<file path="src/rtl/spi_slave_regif.sv">
// spi_slave_regif: SPI target oversampled by i_clk, bridging 8-bit command and
// data frames onto a 128x8 register bus.
module spi_slave_regif #(
   parameter int   SYNC_STAGES = 2,
   parameter logic IDLE_MISO   = 1'b0
) (
   input  logic       i_clk,
   input  logic       i_rst_n,
   input  logic       i_ncs,
   input  logic       i_sclk,
   input  logic       i_mosi,
   output logic       o_miso,
   output logic [6:0] o_reg_addr,
   output logic [7:0] o_reg_wdata,
   output logic       o_reg_we,
   output logic       o_reg_re,
   input  logic [7:0] i_reg_rdata,
   output logic       o_busy,
   output logic       o_abort
);
   typedef enum logic [2:0] {S_IDLE, S_CMD, S_DEC, S_GAP, S_WDATA, S_WR, S_RDATA, S_END} state_t;
   state_t r_state, w_nxt;
   logic [SYNC_STAGES-1:0] r_sclk_s, r_ncs_s, r_mosi_s, r_vld;
   logic       r_sclk_h, r_ncs_h, r_armed;
   logic       w_sclk, w_ncs, w_mosi, w_rise, w_fall, w_ncs_rise, w_ncs_fall;
   logic       w_last, w_abort, w_load, w_shift_in;
   logic [2:0] r_bit_cnt;
   logic [7:0] r_shreg, r_tx_sr, r_wdata;
   logic [6:0] r_addr;
   logic       r_rw, r_re_d, r_we, r_re, r_busy, r_abort;
   assign w_sclk      = r_sclk_s[SYNC_STAGES-1];
   assign w_ncs       = r_ncs_s[SYNC_STAGES-1];
   assign w_mosi      = r_mosi_s[SYNC_STAGES-1];
   assign w_rise      = w_sclk & ~r_sclk_h;
   assign w_fall      = ~w_sclk & r_sclk_h;
   assign w_ncs_rise  = w_ncs & ~r_ncs_h;
   assign w_ncs_fall  = ~w_ncs & r_ncs_h;
   assign w_last      = r_bit_cnt == 3'd0;
   assign w_shift_in  = (r_state == S_CMD || r_state == S_WDATA) && w_rise;
   assign w_load      = w_nxt != r_state && (w_nxt == S_CMD || w_nxt == S_WDATA || w_nxt == S_RDATA);
   assign o_miso      = (r_state == S_RDATA) ? r_tx_sr[7] : IDLE_MISO;
   assign o_reg_addr  = r_addr;
   assign o_reg_wdata = r_wdata;
   assign o_reg_we    = r_we;
   assign o_reg_re    = r_re;
   assign o_busy      = r_busy;
   assign o_abort     = r_abort;
   // r_vld tracks which NCS stages hold real samples rather than the reset preset,
   // so a frame already running at reset release is ignored until NCS is seen high.
   always_ff @(posedge i_clk or negedge i_rst_n) begin
      if (!i_rst_n) begin
         r_sclk_s <= '0;
         r_mosi_s <= '0;
         r_ncs_s  <= '1;
         r_vld    <= '0;
         r_sclk_h <= 1'b0;
         r_ncs_h  <= 1'b1;
         r_armed  <= 1'b0;
      end else begin
         r_sclk_s <= {r_sclk_s[SYNC_STAGES-2:0], i_sclk};
         r_mosi_s <= {r_mosi_s[SYNC_STAGES-2:0], i_mosi};
         r_ncs_s  <= {r_ncs_s[SYNC_STAGES-2:0], i_ncs};
         r_vld    <= {r_vld[SYNC_STAGES-2:0], 1'b1};
         r_sclk_h <= w_sclk;
         r_ncs_h  <= w_ncs;
         r_armed  <= r_armed | (w_ncs & r_vld[SYNC_STAGES-1]);
      end
   end
   always_ff @(posedge i_clk or negedge i_rst_n) begin
      if (!i_rst_n) r_state <= S_IDLE;
      else r_state <= w_nxt;
   end
   // The completing edge is checked before NCS rise so a coincident rise cannot abort.
   always_comb begin
      w_nxt   = r_state;
      w_abort = 1'b0;
      case (r_state)
         S_IDLE: if (w_ncs_fall && r_armed) w_nxt = S_CMD;
         S_CMD, S_WDATA: begin
            if (w_rise && w_last) w_nxt = (r_state == S_CMD) ? S_DEC : S_WR;
            else if (w_ncs_rise) begin
               w_nxt   = S_IDLE;
               w_abort = 1'b1;
            end
         end
         S_DEC: w_nxt = S_GAP;
         S_GAP: if (w_ncs_fall) w_nxt = r_rw ? S_RDATA : S_WDATA;
         S_WR: w_nxt = S_END;
         S_RDATA: begin
            if (w_fall && w_last) w_nxt = S_END;
            else if (w_ncs_rise) begin
               w_nxt   = S_IDLE;
               w_abort = 1'b1;
            end
         end
         S_END: if (w_ncs) w_nxt = S_IDLE;
         default: w_nxt = S_IDLE;
      endcase
   end
   always_ff @(posedge i_clk or negedge i_rst_n) begin
      if (!i_rst_n) begin
         r_bit_cnt <= '0;
         r_shreg   <= '0;
         r_tx_sr   <= '0;
         r_wdata   <= '0;
         r_addr    <= '0;
         r_rw      <= 1'b0;
         r_re_d    <= 1'b0;
         r_we      <= 1'b0;
         r_re      <= 1'b0;
         r_busy    <= 1'b0;
         r_abort   <= 1'b0;
      end else begin
         r_we    <= r_state == S_WR;
         r_re    <= r_state == S_DEC && r_shreg[7];
         r_re_d  <= r_re;
         r_busy  <= w_nxt != S_IDLE;
         r_abort <= w_abort;
         if (w_load) r_bit_cnt <= 3'd7;
         else if (w_shift_in || (r_state == S_RDATA && w_fall)) r_bit_cnt <= r_bit_cnt - 3'd1;
         if (w_shift_in) r_shreg <= {r_shreg[6:0], w_mosi};
         if (r_state == S_DEC) begin
            r_addr <= r_shreg[6:0];
            r_rw   <= r_shreg[7];
         end
         if (r_state == S_WR) r_wdata <= r_shreg;
         // Read data arrives the cycle after the strobe, which is always inside S_GAP.
         if (r_state == S_GAP && r_re_d) r_tx_sr <= i_reg_rdata;
         else if (r_state == S_RDATA && w_fall) r_tx_sr <= {r_tx_sr[6:0], 1'b0};
      end
   end
endmodule

</file>
<file path="config.mk">
export PLATFORM = sky130hd
export DESIGN_NAME = spi_slave_regif
export DESIGN_NICKNAME = d
export VERILOG_FILES = /design/src/rtl/spi_slave_regif.sv
export SDC_FILE = /design/constraint.sdc
export NUM_CORES = 1
export LEC_CHECK = 0
export ABC_AREA = 1
export BUFFER_PORTS_ARGS = -buffer_cell sky130_fd_sc_hd__buf_2
export CORE_MARGIN = 3
export CORE_UTILIZATION = 59
export CTS_BUF_LIST = sky130_fd_sc_hd__clkbuf_2
export DETAILED_ROUTE_END_ITERATION = 8
export PLACE_DENSITY = 0.83
export SLEW_MARGIN = 20
export SYNTH_ARGS = -nofsm -noshare
export SYNTH_HDL_FRONTEND = slang
export SYNTH_SLANG_ARGS = --single-unit
</file>
<file path="constraint.sdc">
create_clock -name i_clk -period 1.7 [get_ports i_clk]
set_input_delay 0.34 -clock i_clk [delete_from_list [all_inputs] [get_ports i_clk]]
set_output_delay 0.34 -clock i_clk [all_outputs]
set_load 0.01 [all_outputs]
</file>
==> impl_metrics.toml, run 1 <==
[route]
routed_vias_inst = 5.097
vias = 1738
post_drt_wl_per_cell_um = 13.00
detailed_router_s_first_iteration_violation_count = 205
drt_drc_violations_left = 0
antenna_violating_nets_remaining = 0
drt_pre_antenna_iters = 4
postRouteWirelength_um = 4434

[cts]
path_clk_slew_ps = 250
tritoncts.num_buffers = 5
cts_htree_levels = 2
insertion_delay_ps = 430
cts.sinks = 54
ctsRootBufferMaster = "sky130_fd_sc_hd__clkbuf_2"
ctsLongestPathBuffers = 2
tritoncts = "done"

[grt]
grt_pass1_wl_um = 7210
grt.total_usage = 0.2090
leftover_overflow_at_the_end_of_global_routing = 0
grt_start_max_net_pins = 55
vias_in_the_first_global_route = 1639
antenna_found_initial = 0

[power]
share_comb_of_total_power = 0.276
leakage_nw = 1.429
fin_total_pwr_w = 0.002885
peakVddDrop_uv = 835.8
clockPowerShare = 0.171
powerDensity_mw_per_mm2 = 1062
internal_power_w = 0.001893
pwr-share-seq = 0.553
power_switching_w = 0.0009917
netSwitchingFraction = 0.3438

[setup_path]
critical_path.endpoint_type = "output port"
worstSetupPathType = "flip-flop to output port"
max_stage_delay_ps = 440
timing.critical_path.cells = "inv_2, nor2_4, nand2_2, nor2_1, buf_2"
critPathBufInv = 2
crit_path_end = "o_miso"
reg2regPathDepth = 10
timing.critical_path.fanout_max = 3
cpLargestDelayFamily = "flip-flops"
setup.worst_path.start_class = "flip-flop"
reg2reg_setup_slack_ps = 80
critical-path-slowest-cell = "sky130_fd_sc_hd__dfrtp_2"
worst_ep_required_time_ps = 1360
startpoint = "r_state[2]$_DFF_PN0_"
critical_path.reg2reg.endpoint = "r_bit_cnt[0]$_DFFE_PN0P_"
crit_arrival_ps = 1310
rr_startpoint = "r_state[0]$_DFF_PN0_"
crit_cells = 5

[floorplan]
io-pin-count = 33
starting_density_of_the_core = 0.6256
core.rowCount = 22
die-area_mm2 = 0.004729
floorplan.core_area_mm2 = 0.003716
die-width_um = 68.77
fp.dieH_um = 68.77

[sta]
report.final.setup_viol = 0
slew_violations = 0
period_minus_slack_ps = 1652
setup-tns-final_ps = 0
fin_hold_ws_ps = 103.2
rsz0062_at_grt = "true"
timing.final.ws_setup_ps = 47.58
hold_viol_final = 0
layout_worst_path_cycle_share = 0.9720
fmax_mhz = 605.2
finalClockSkew_ps = 17.23

[logic_synthesis]
synthesis.yosys.warnings = 0
synth_cell_type_count = 33
synth_enable_flop_cells = 0
syn_area_mm2 = 0.002325
number_of_standard_cells_after_synthesis = 244
postSynthNetCount = 259
asyncSetResetFlopFracSynth = 1.000
dominantRegCellSynth = "sky130_fd_sc_hd__dfrtp_1"
syn_area_per_cell_um2 = 9.528
synth_sequential_area_ratio = 0.5829
synth.ff_latch_count = 54

[place]
preCtsSetupSlack_ps = 61.58
place.port_buffers = 32
place_hpwl_um = 3028
routabilityCongestion = 0.8525

[cells_and_area]
finalNetCount = 307
post-route-util = 0.7306
syn_to_final_growth_pct = 16.79
leading_cell_type_in_the_layout_fill_and_taps_excluded = "sky130_fd_sc_hd__nand2_1"
drive_gt1_frac = 0.3072
antenna_cells_inserted = 0
mostFrequentLayoutCells = "sky130_fd_sc_hd__nand2_1 (54), sky130_fd_sc_hd__dfrtp_1 (48), sky130_fd_sc_hd__buf_2 (32), sky130_fd_sc_hd__inv_1 (26), sky130_fd_sc_hd__o21ai_0 (26)"
count_of_filler_cells_inserted_in_the_layout = 291

[flow_run]
drv.max_cap_violation_count = 0

[worst_hold_path]
hold_path.class = "input pin to flip-flop"

[run_status]
status = "complete, no violations"
tightest hold or removal path, cell delays in order:
cell,delay [ps]
sky130_fd_sc_hd__buf_2,80
sky130_fd_sc_hd__nand2_1,40
sky130_fd_sc_hd__o21ai_0,60
how the worst min path moves through the flow:
stage / start / to / slack (ps) / cells past startpoint
floorplan: i_rst_n / o_abort$_DFF_PN0_ / 40 / 0
global placement: r_mosi_s[0]$_DFF_PN0_ / r_mosi_s[1]$_DFF_PN0_ / 330 / 0
detailed placement: r_mosi_s[0]$_DFF_PN0_ / r_mosi_s[1]$_DFF_PN0_ / 340 / 0
CTS: i_reg_rdata[7] / r_tx_sr[7]$_DFFE_PN0P_ / 70 / 3
global route: i_reg_rdata[0] / r_tx_sr[0]$_DFFE_PN0P_ / 70 / 3
finish: i_reg_rdata[0] / r_tx_sr[0]$_DFFE_PN0P_ / 100 / 3
timing repair:
action	CTS	global route
endpoints found under the hold margin	54	0
setup endpoints to repair	1	6
gates resized for setup	3	10
setup buffers	3	6
pin swaps	0	3
hold buffers	4	0
synthesized netlist by cell type (2+ instances only):
cell type,instances,share of area
sky130_fd_sc_hd__a21oi_1,2,0.0043
sky130_fd_sc_hd__buf_2,3,0.0065
sky130_fd_sc_hd__dfrtp_1,51,0.55
sky130_fd_sc_hd__dfstp_2,3,0.034
sky130_fd_sc_hd__ha_1,2,0.011
sky130_fd_sc_hd__inv_1,27,0.044
sky130_fd_sc_hd__inv_2,5,0.0081
sky130_fd_sc_hd__nand2_1,56,0.090
sky130_fd_sc_hd__nand2_2,6,0.016
sky130_fd_sc_hd__nand2_4,4,0.019
sky130_fd_sc_hd__nand2_8,2,0.017
sky130_fd_sc_hd__nand3_1,6,0.013
sky130_fd_sc_hd__nand4_1,2,0.0054
sky130_fd_sc_hd__nor2_1,18,0.029
sky130_fd_sc_hd__nor2_2,2,0.0054
sky130_fd_sc_hd__nor2_4,3,0.015
sky130_fd_sc_hd__o21ai_0,27,0.058
sky130_fd_sc_hd__o21ai_1,8,0.017
sky130_fd_sc_hd__o22ai_1,3,0.0081
power groups by stage:
stage / Sequential (W) / Clock, W / Combinational, W
final: 0.00160 / 0.000492 / 0.000797
after global placement: 0.00162 / 0 / 0.000683
after global routing: 0.00162 / 0.000557 / 0.000903
after floorplan: 0.00160 / 0 / 0.000507
after detailed placement: 0.00162 / 0 / 0.000712
after CTS: 0.00159 / 0.000507 / 0.000749
area by class of cell:
type,instances,area [um^2],area share
clock buffer,7,35.03,0.01290
clock inverter,1,7.507,0.002765
inverter,34,132.6,0.04885
multi-input combinational,150,822.0,0.3028
sequential,54,1359,0.5005
tap,48,60.06,0.02212
timing repair buffer,47,299.0,0.1101
through the flow:
| stage | std cells | cell area [um^2] |
|---|---|---|
| floorplan | 244 | 2325 |
| global placement | 320 | 2535 |
| detailed placement | 320 | 2535 |
| CTS | 335 | 2644 |
| global route | 341 | 2715 |
| finish | 341 | 2715 |
metal layers:
metal	routed length [um]	track usage	up-vias
met5	0	0	-
met4	49	0.04380	0
met3	239	0.05673	7
met2	2227	0.3528	43
met1	1918	0.2716	829
li1	-	-	859
kinds of logic (layout without fill, tap and decap cells):
logic type,count (synthesis),after routing,synth area share
other,1,1,0.001613
buffers and inverters,40,89,0.07320
and+or+nand+nor,100,100,0.2147
xor gates and xnor gates,2,2,0.01077
DFF,54,54,0.5829
AOI/OAI and AO/OA,45,45,0.1060
adders and majority gates,2,2,0.01076
registers in the layout (all words and copies together), names as in the netlist:
register     flops
r_tx_sr          8
r_state          3
r_sclk_h         1
r_re_d           1
o_reg_wdata      8
r_ncs_s          2
r_armed          1
r_bit_cnt        3
r_shreg          8
o_reg_addr       7
r_ncs_h          1
r_mosi_s         2
o_busy           1
o_reg_re         1
r_vld            2
o_abort          1
r_rw             1
r_sclk_s         2
o_reg_we         1
Note: power is estimated with default switching activity, not from simulation.
==> run 2: changes to the inputs <==
--- a/config.mk
+++ b/config.mk
@@ -12,7 +12,6 @@
 export CTS_BUF_LIST = sky130_fd_sc_hd__clkbuf_2
 export DETAILED_ROUTE_END_ITERATION = 8
 export PLACE_DENSITY = 0.83
-export SLEW_MARGIN = 20
 export SYNTH_ARGS = -nofsm -noshare
 export SYNTH_HDL_FRONTEND = slang
 export SYNTH_SLANG_ARGS = --single-unit
==> constraint.sdc (replaced) <==
create_clock -name i_clk -period 1.7 [get_ports i_clk]
set_input_delay 0.17 -clock i_clk [delete_from_list [all_inputs] [get_ports i_clk]]
set_output_delay 0.17 -clock i_clk [all_outputs]
set_load 0.01 [all_outputs]
==> run 2 against run 1 <==
Net effect:
- flip-flop and latch count unchanged
- via count decreased by 1.6%
- sequential share of layout area decreased by 1.0 points
- power is 0.73% lower
- first-iteration DRC count is 42% lower
- hold slack improved by 110 ps
- worst setup slack improved by 71 ps
- non-clock buffer count up 4
- register-to-register slack improved by 80 ps
- clock-buffer cell count fell by 2
- clock skew hardly changed
- critical path type unchanged
==> impl_metrics.toml, run 2 (synthesis gave the netlist of run 1 again) <==
[sta]
finalClockSkew_ps = 17.03
fmax_mhz = 632.4
report.final.setup_viol = 0
hold_viol_final = 0
layout_worst_path_cycle_share = 0.9301
slew_violations = 0
period_minus_slack_ps = 1581
setup-tns-final_ps = 0

[worst_hold_path]
hold_path.class = "input pin to async pin"

[grt]
vias_in_the_first_global_route = 1618
antenna_found_initial = 0
leftover_overflow_at_the_end_of_global_routing = 0
grt.total_usage = 0.2130
grt_pass1_wl_um = 7307
grt_start_max_net_pins = 55

[cts]
path_clk_slew_ps = 260
cts.sinks = 54
tritoncts.num_buffers = 5
tritoncts = "done"
ctsLongestPathBuffers = 2
cts_htree_levels = 2
insertion_delay_ps = 430
ctsRootBufferMaster = "sky130_fd_sc_hd__clkbuf_2"

[setup_path]
timing.critical_path.cells = "nor2_4, nand2_2, nor2_2, buf_2"
worst_ep_required_time_ps = 1530
critical_path.endpoint_type = "output port"
cpLargestDelayFamily = "flip-flops"
worstSetupPathType = "flip-flop to output port"
setup.worst_path.start_class = "flip-flop"
max_stage_delay_ps = 520
timing.critical_path.fanout_max = 6
crit_arrival_ps = 1410
critPathBufInv = 1
critical-path-slowest-cell = "sky130_fd_sc_hd__dfrtp_2"

[cells_and_area]
mostFrequentLayoutCells = "sky130_fd_sc_hd__nand2_1 (54), sky130_fd_sc_hd__dfrtp_1 (48), sky130_fd_sc_hd__buf_2 (32), sky130_fd_sc_hd__inv_1 (27), sky130_fd_sc_hd__o21ai_0 (27)"
finalNetCount = 311
drive_gt1_frac = 0.2896
antenna_cells_inserted = 0
syn_to_final_growth_pct = 19.27
count_of_filler_cells_inserted_in_the_layout = 273
leading_cell_type_in_the_layout_fill_and_taps_excluded = "sky130_fd_sc_hd__nand2_1"

[power]
peakVddDrop_uv = 825.2
fin_total_pwr_w = 0.002864
leakage_nw = 1.449
powerDensity_mw_per_mm2 = 1033

[floorplan]
core.rowCount = 22
die-width_um = 68.77
starting_density_of_the_core = 0.6256
floorplan.core_area_mm2 = 0.003716
io-pin-count = 33
fp.dieH_um = 68.77
die-area_mm2 = 0.004729

[route]
detailed_router_s_first_iteration_violation_count = 119
drt_drc_violations_left = 0
drt_pre_antenna_iters = 4
vias = 1710
postRouteWirelength_um = 4309
routed_vias_inst = 4.957
antenna_violating_nets_remaining = 0
post_drt_wl_per_cell_um = 12.49

[flow_run]
drv.max_cap_violation_count = 0

[place]
routabilityCongestion = 0.8694
place.port_buffers = 32
place_hpwl_um = 2955

[run_status]
status = "complete, no violations"
==> run 2: cell types whose count changed in the layout (fill, tap and decap cells not counted), moves of 2 or more <==
| cell | before | now |
|---|---|---|
| sky130_fd_sc_hd__nor2_1 | 16 | 14 |
| sky130_fd_sc_hd__dlygate4sd3_1 | 4 | 12 |
| sky130_fd_sc_hd__buf_4 | 9 | 6 |
| sky130_fd_sc_hd__clkbuf_2 | 7 | 5 |
==> run 2: final timing paths <==
| check | startpoint | to | slack (ps) | cells after the start |
|---|---|---|---|---|
| max | r_state[0]$_DFF_PN0_ | o_miso | 120 | 4 |
| min | i_rst_n | o_abort$_DFF_PN0_ | 210 | 3 |
| max reg2reg | r_state[2]$_DFF_PN0_ | r_bit_cnt[2]$_DFFE_PN0P_ | 160 | 10 |
| min reg2reg | r_ncs_s[0]$_DFF_PN1_ | r_ncs_s[1]$_DFF_PN1_ | 380 | 0 |
| max in group asynchronous | i_rst_n | r_ncs_h$_DFF_PN1_ | 1200 | 3 |
| min in group i_clk | i_ncs | r_ncs_s[0]$_DFF_PN1_ | 350 | 2 |
==> run 2: metal layers <==
layer,track usage,part of all wire
met1,0.2852,0.46
met2,0.3456,0.49
met3,0.05835,0.041
met4,0.05353,0.016
met5,0,0
==> run 2: worst reg2reg max path: stages (launching register included) <==
cell                      delay (ps)
sky130_fd_sc_hd__dfrtp_2         510
sky130_fd_sc_hd__buf_4           150
sky130_fd_sc_hd__nand2_1          80
sky130_fd_sc_hd__nand2_2          60
sky130_fd_sc_hd__nor2_4          190
sky130_fd_sc_hd__inv_2            70
sky130_fd_sc_hd__a21oi_2         120
sky130_fd_sc_hd__nor2_1           80
sky130_fd_sc_hd__o21ai_2         130
sky130_fd_sc_hd__nand2_2          80
sky130_fd_sc_hd__nand2_1          60
==> run 2: final cells by class <==
cell class / count / area (um^2) / share of cell area
clock inverter: 3 / 21.27 / 0.007671
sequential: 54 / 1359 / 0.4901
timing repair buffer: 51 / 345.3 / 0.1245
multi-input combinational: 150 / 829.5 / 0.2992
tap: 48 / 60.06 / 0.02166
inverter: 34 / 132.6 / 0.04783
clock buffer: 5 / 25.02 / 0.009025
==> run 2: repair_timing <==
action	4_1_cts	5_1_grt
resized for setup	2	10
setup endpoints to repair	1	12
hold buffers	12	0
buffers inserted	0	4
hold endpoints to repair	65	0
pin swaps	0	1
==> run 2: per-stage QoR <==
| step | util | cells | area, um^2 | hold WS, ps | worst slack [ps] |
|---|---|---|---|---|---|
| 3_3_place_gp | 0.6842 | 321 | 2542 | 184.3 | 120.4 |
| 3_5_place_dp | 0.6842 | 321 | 2542 | 194.7 | 107.2 |
| 2_1_floorplan | - | 244 | 2325 | -125.6 | 275.4 |
| 5_1_grt | 0.7461 | 345 | 2773 | 176.6 | -5.094 |
| 6_report | 0.7461 | 345 | 2773 | 213.2 | 118.8 |
| 4_1_cts | 0.7296 | 341 | 2711 | 198.3 | 10.02 |
==> run 2: report_power, final <==
| group | switching, W | internal, W |
|---|---|---|
| Sequential | 0.000127 | 0.00148 |
| Combinational | 0.000472 | 0.000298 |
| Clock | 0.000388 | 0.000101 |
| Total | 0.000987 | 0.00188 |
==> run 3: changes to the inputs <==
--- a/config.mk
+++ b/config.mk
@@ -11,7 +11,9 @@
 export CORE_UTILIZATION = 59
 export CTS_BUF_LIST = sky130_fd_sc_hd__clkbuf_2
 export DETAILED_ROUTE_END_ITERATION = 8
+export GPL_TIMING_DRIVEN = 0
 export PLACE_DENSITY = 0.83
+export SLEW_MARGIN = 15
 export SYNTH_ARGS = -nofsm -noshare
 export SYNTH_HDL_FRONTEND = slang
 export SYNTH_SLANG_ARGS = --single-unit
==> run 3 against run 2 <==
Net effect:
- global-route usage decreased by 0.38 points
- power increased by 9.8%
- via count increased by 4.4%
==> impl_metrics.toml, run 3 (synthesis gave the netlist of run 1 again) <==
[route]
drt_pre_antenna_iters = 4
postRouteWirelength_um = 4510
detailed_router_s_first_iteration_violation_count = 98
vias = 1785
post_drt_wl_per_cell_um = 12.96
routed_vias_inst = 5.129
antenna_violating_nets_remaining = 0
drt_drc_violations_left = 0

[sta]
layout_worst_path_cycle_share = 0.9600
timing.final.ws_setup_ps = 68.06
worst_slew_pin_slew_ps = 654.0
setup-tns-final_ps = 0
hold_viol_final = 0
finalClockSkew_ps = 15.64
slew_violations = 0
report.final.setup_viol = 0
slew_headroom = 0.5640
rsz0062_at_grt = "true"
period_minus_slack_ps = 1632
fmax_mhz = 612.8

[grt]
vias_in_the_first_global_route = 1564
grt.total_usage = 0.2092
grt_start_max_net_pins = 55
grt_pass1_wl_um = 7169
leftover_overflow_at_the_end_of_global_routing = 0
antenna_found_initial = 0

[cts]
tritoncts = "done"
tritoncts.num_buffers = 5
cts_htree_levels = 2
ctsRootBufferMaster = "sky130_fd_sc_hd__clkbuf_2"
path_clk_slew_ps = 260
ctsLongestPathBuffers = 2
cts.sinks = 54
insertion_delay_ps = 440

[power]
leakage_nw = 1.493
share_comb_of_total_power = 0.253
pwr-share-seq = 0.498
powerDensity_mw_per_mm2 = 1109
peakVddDrop_uv = 881.7
power_switching_w = 0.0009867
clockPowerShare = 0.250
internal_power_w = 0.002158
netSwitchingFraction = 0.3138

[setup_path]
setup.worst_path.start_class = "flip-flop"
critical_path.reg2reg.endpoint = "r_bit_cnt[1]$_DFFE_PN0P_"
reg2reg_setup_slack_ps = 70
worst_ep_required_time_ps = 1530
reg2regPathDepth = 12
crit_arrival_ps = 1460
rr_startpoint = "r_state[2]$_DFF_PN0_"
critical_path.endpoint_type = "output port"
timing.critical_path.fanout_max = 4
worstSetupPathType = "flip-flop to output port"

[place]
place_hpwl_um = 2885
preCtsSetupSlack_ps = 72.12
routabilityCongestion = 0.8438
place.port_buffers = 32

[floorplan]
fp.dieH_um = 68.77
io-pin-count = 33
floorplan.core_area_mm2 = 0.003716
starting_density_of_the_core = 0.6256
die-area_mm2 = 0.004729
core.rowCount = 22
die-width_um = 68.77

[cells_and_area]
leading_cell_type_in_the_layout_fill_and_taps_excluded = "sky130_fd_sc_hd__nand2_1"
post-route-util = 0.7630
drive_gt1_frac = 0.2833
antenna_cells_inserted = 0
mostFrequentLayoutCells = "sky130_fd_sc_hd__nand2_1 (55), sky130_fd_sc_hd__dfrtp_1 (50), sky130_fd_sc_hd__buf_2 (34), sky130_fd_sc_hd__inv_1 (26), sky130_fd_sc_hd__o21ai_0 (26)"
syn_to_final_growth_pct = 21.96
finalNetCount = 314

[worst_hold_path]
hold_path.class = "input pin to async pin"

[run_status]
status = "complete, no violations"

[flow_run]
drv.max_cap_violation_count = 0
-- run 3: cell count changes in the layout (fill, tap and decap cells not counted), sizes merged --
cell | previous run | this run
buf | 39 | 41
clkinv | 4 | 3
clkinvlp | 1 | 0
clkbuf | 5 | 6
bufinv | 0 | 2
-- run 3: worst max-delay path by stage --
stage	from	to	slack, ps	cells past startpoint
finish	r_state[2]$_DFF_PN0_	o_miso	70	5
CTS	r_state[2]$_DFF_PN0_	o_miso	30	5
global placement	r_bit_cnt[0]$_DFFE_PN0P_	r_bit_cnt[1]$_DFFE_PN0P_	100	13
detailed placement	r_bit_cnt[0]$_DFFE_PN0P_	r_bit_cnt[1]$_DFFE_PN0P_	70	13
floorplan	r_bit_cnt[0]$_DFFE_PN0P_	r_bit_cnt[1]$_DFFE_PN0P_	280	13
global route	r_bit_cnt[0]$_DFFE_PN0P_	r_bit_cnt[2]$_DFFE_PN0P_	-60	13
-- run 3: power groups by stage --
stage          clock network, W  registers, W  logic (W)
2_1_floorplan                 0       0.00160   0.000507
3_3_place_gp                  0       0.00158   0.000738
3_5_place_dp                  0       0.00158   0.000759
4_1_cts                0.000797       0.00156   0.000780
5_1_grt                0.000850       0.00159   0.000903
6_report               0.000785       0.00156   0.000795
-- run 3: cell type report --
| class | instances | area [um^2] |
|---|---|---|
| plain buffers | 6 | 37.54 |
| clock buffers | 5 | 25.02 |
| clock inverters | 3 | 63.81 |
| fillers | 272 | 880.8 |
| inverters | 34 | 132.6 |
| multi-input cells | 150 | 822.0 |
| flip-flops and latches | 54 | 1356 |
| well taps | 48 | 60.06 |
| repair buffers | 48 | 337.8 |
-- run 3: what timing repair did --
action,in CTS,in global routing
buffers inserted,0,4
hold buffers,12,0
resized for setup,0,10
endpoints found under the hold margin,62,0
setup endpoints to repair,0,5
-- run 3: stage by stage --
stage / instance area (um^2) / power [W] / hold WS [ps] / std cells
final: 2835 / 0.003144 / 246.8 / 348
after global routing: 2835 / 0.003339 / 256.6 / 348
after CTS: 2754 / 0.003139 / 317.1 / 344
after detailed placement: 2545 / 0.002342 / 276.9 / 324
after global placement: 2545 / 0.002318 / 274.9 / 324
after floorplan: 2325 / 0.002111 / -125.6 / 244
-- run 3: worst max-delay path, cell delays in order, from the launching register on --
cell and delay, ps:
sky130_fd_sc_hd__dfrtp_2 500, sky130_fd_sc_hd__inv_2 80, sky130_fd_sc_hd__nor2_4 140, sky130_fd_sc_hd__nand2_4 80, sky130_fd_sc_hd__nor2_1 100, sky130_fd_sc_hd__buf_2 130
-- run 3: layer usage --
metal | GRT usage | share of wire | vias to the layer above
met1 | 0.2786 | 0.44 | 838
met4 | 0.07543 | 0.022 | 0
met5 | 0 | 0 | -
li1 | - | - | 876
met3 | 0.05673 | 0.053 | 13
met2 | 0.3302 | 0.49 | 58
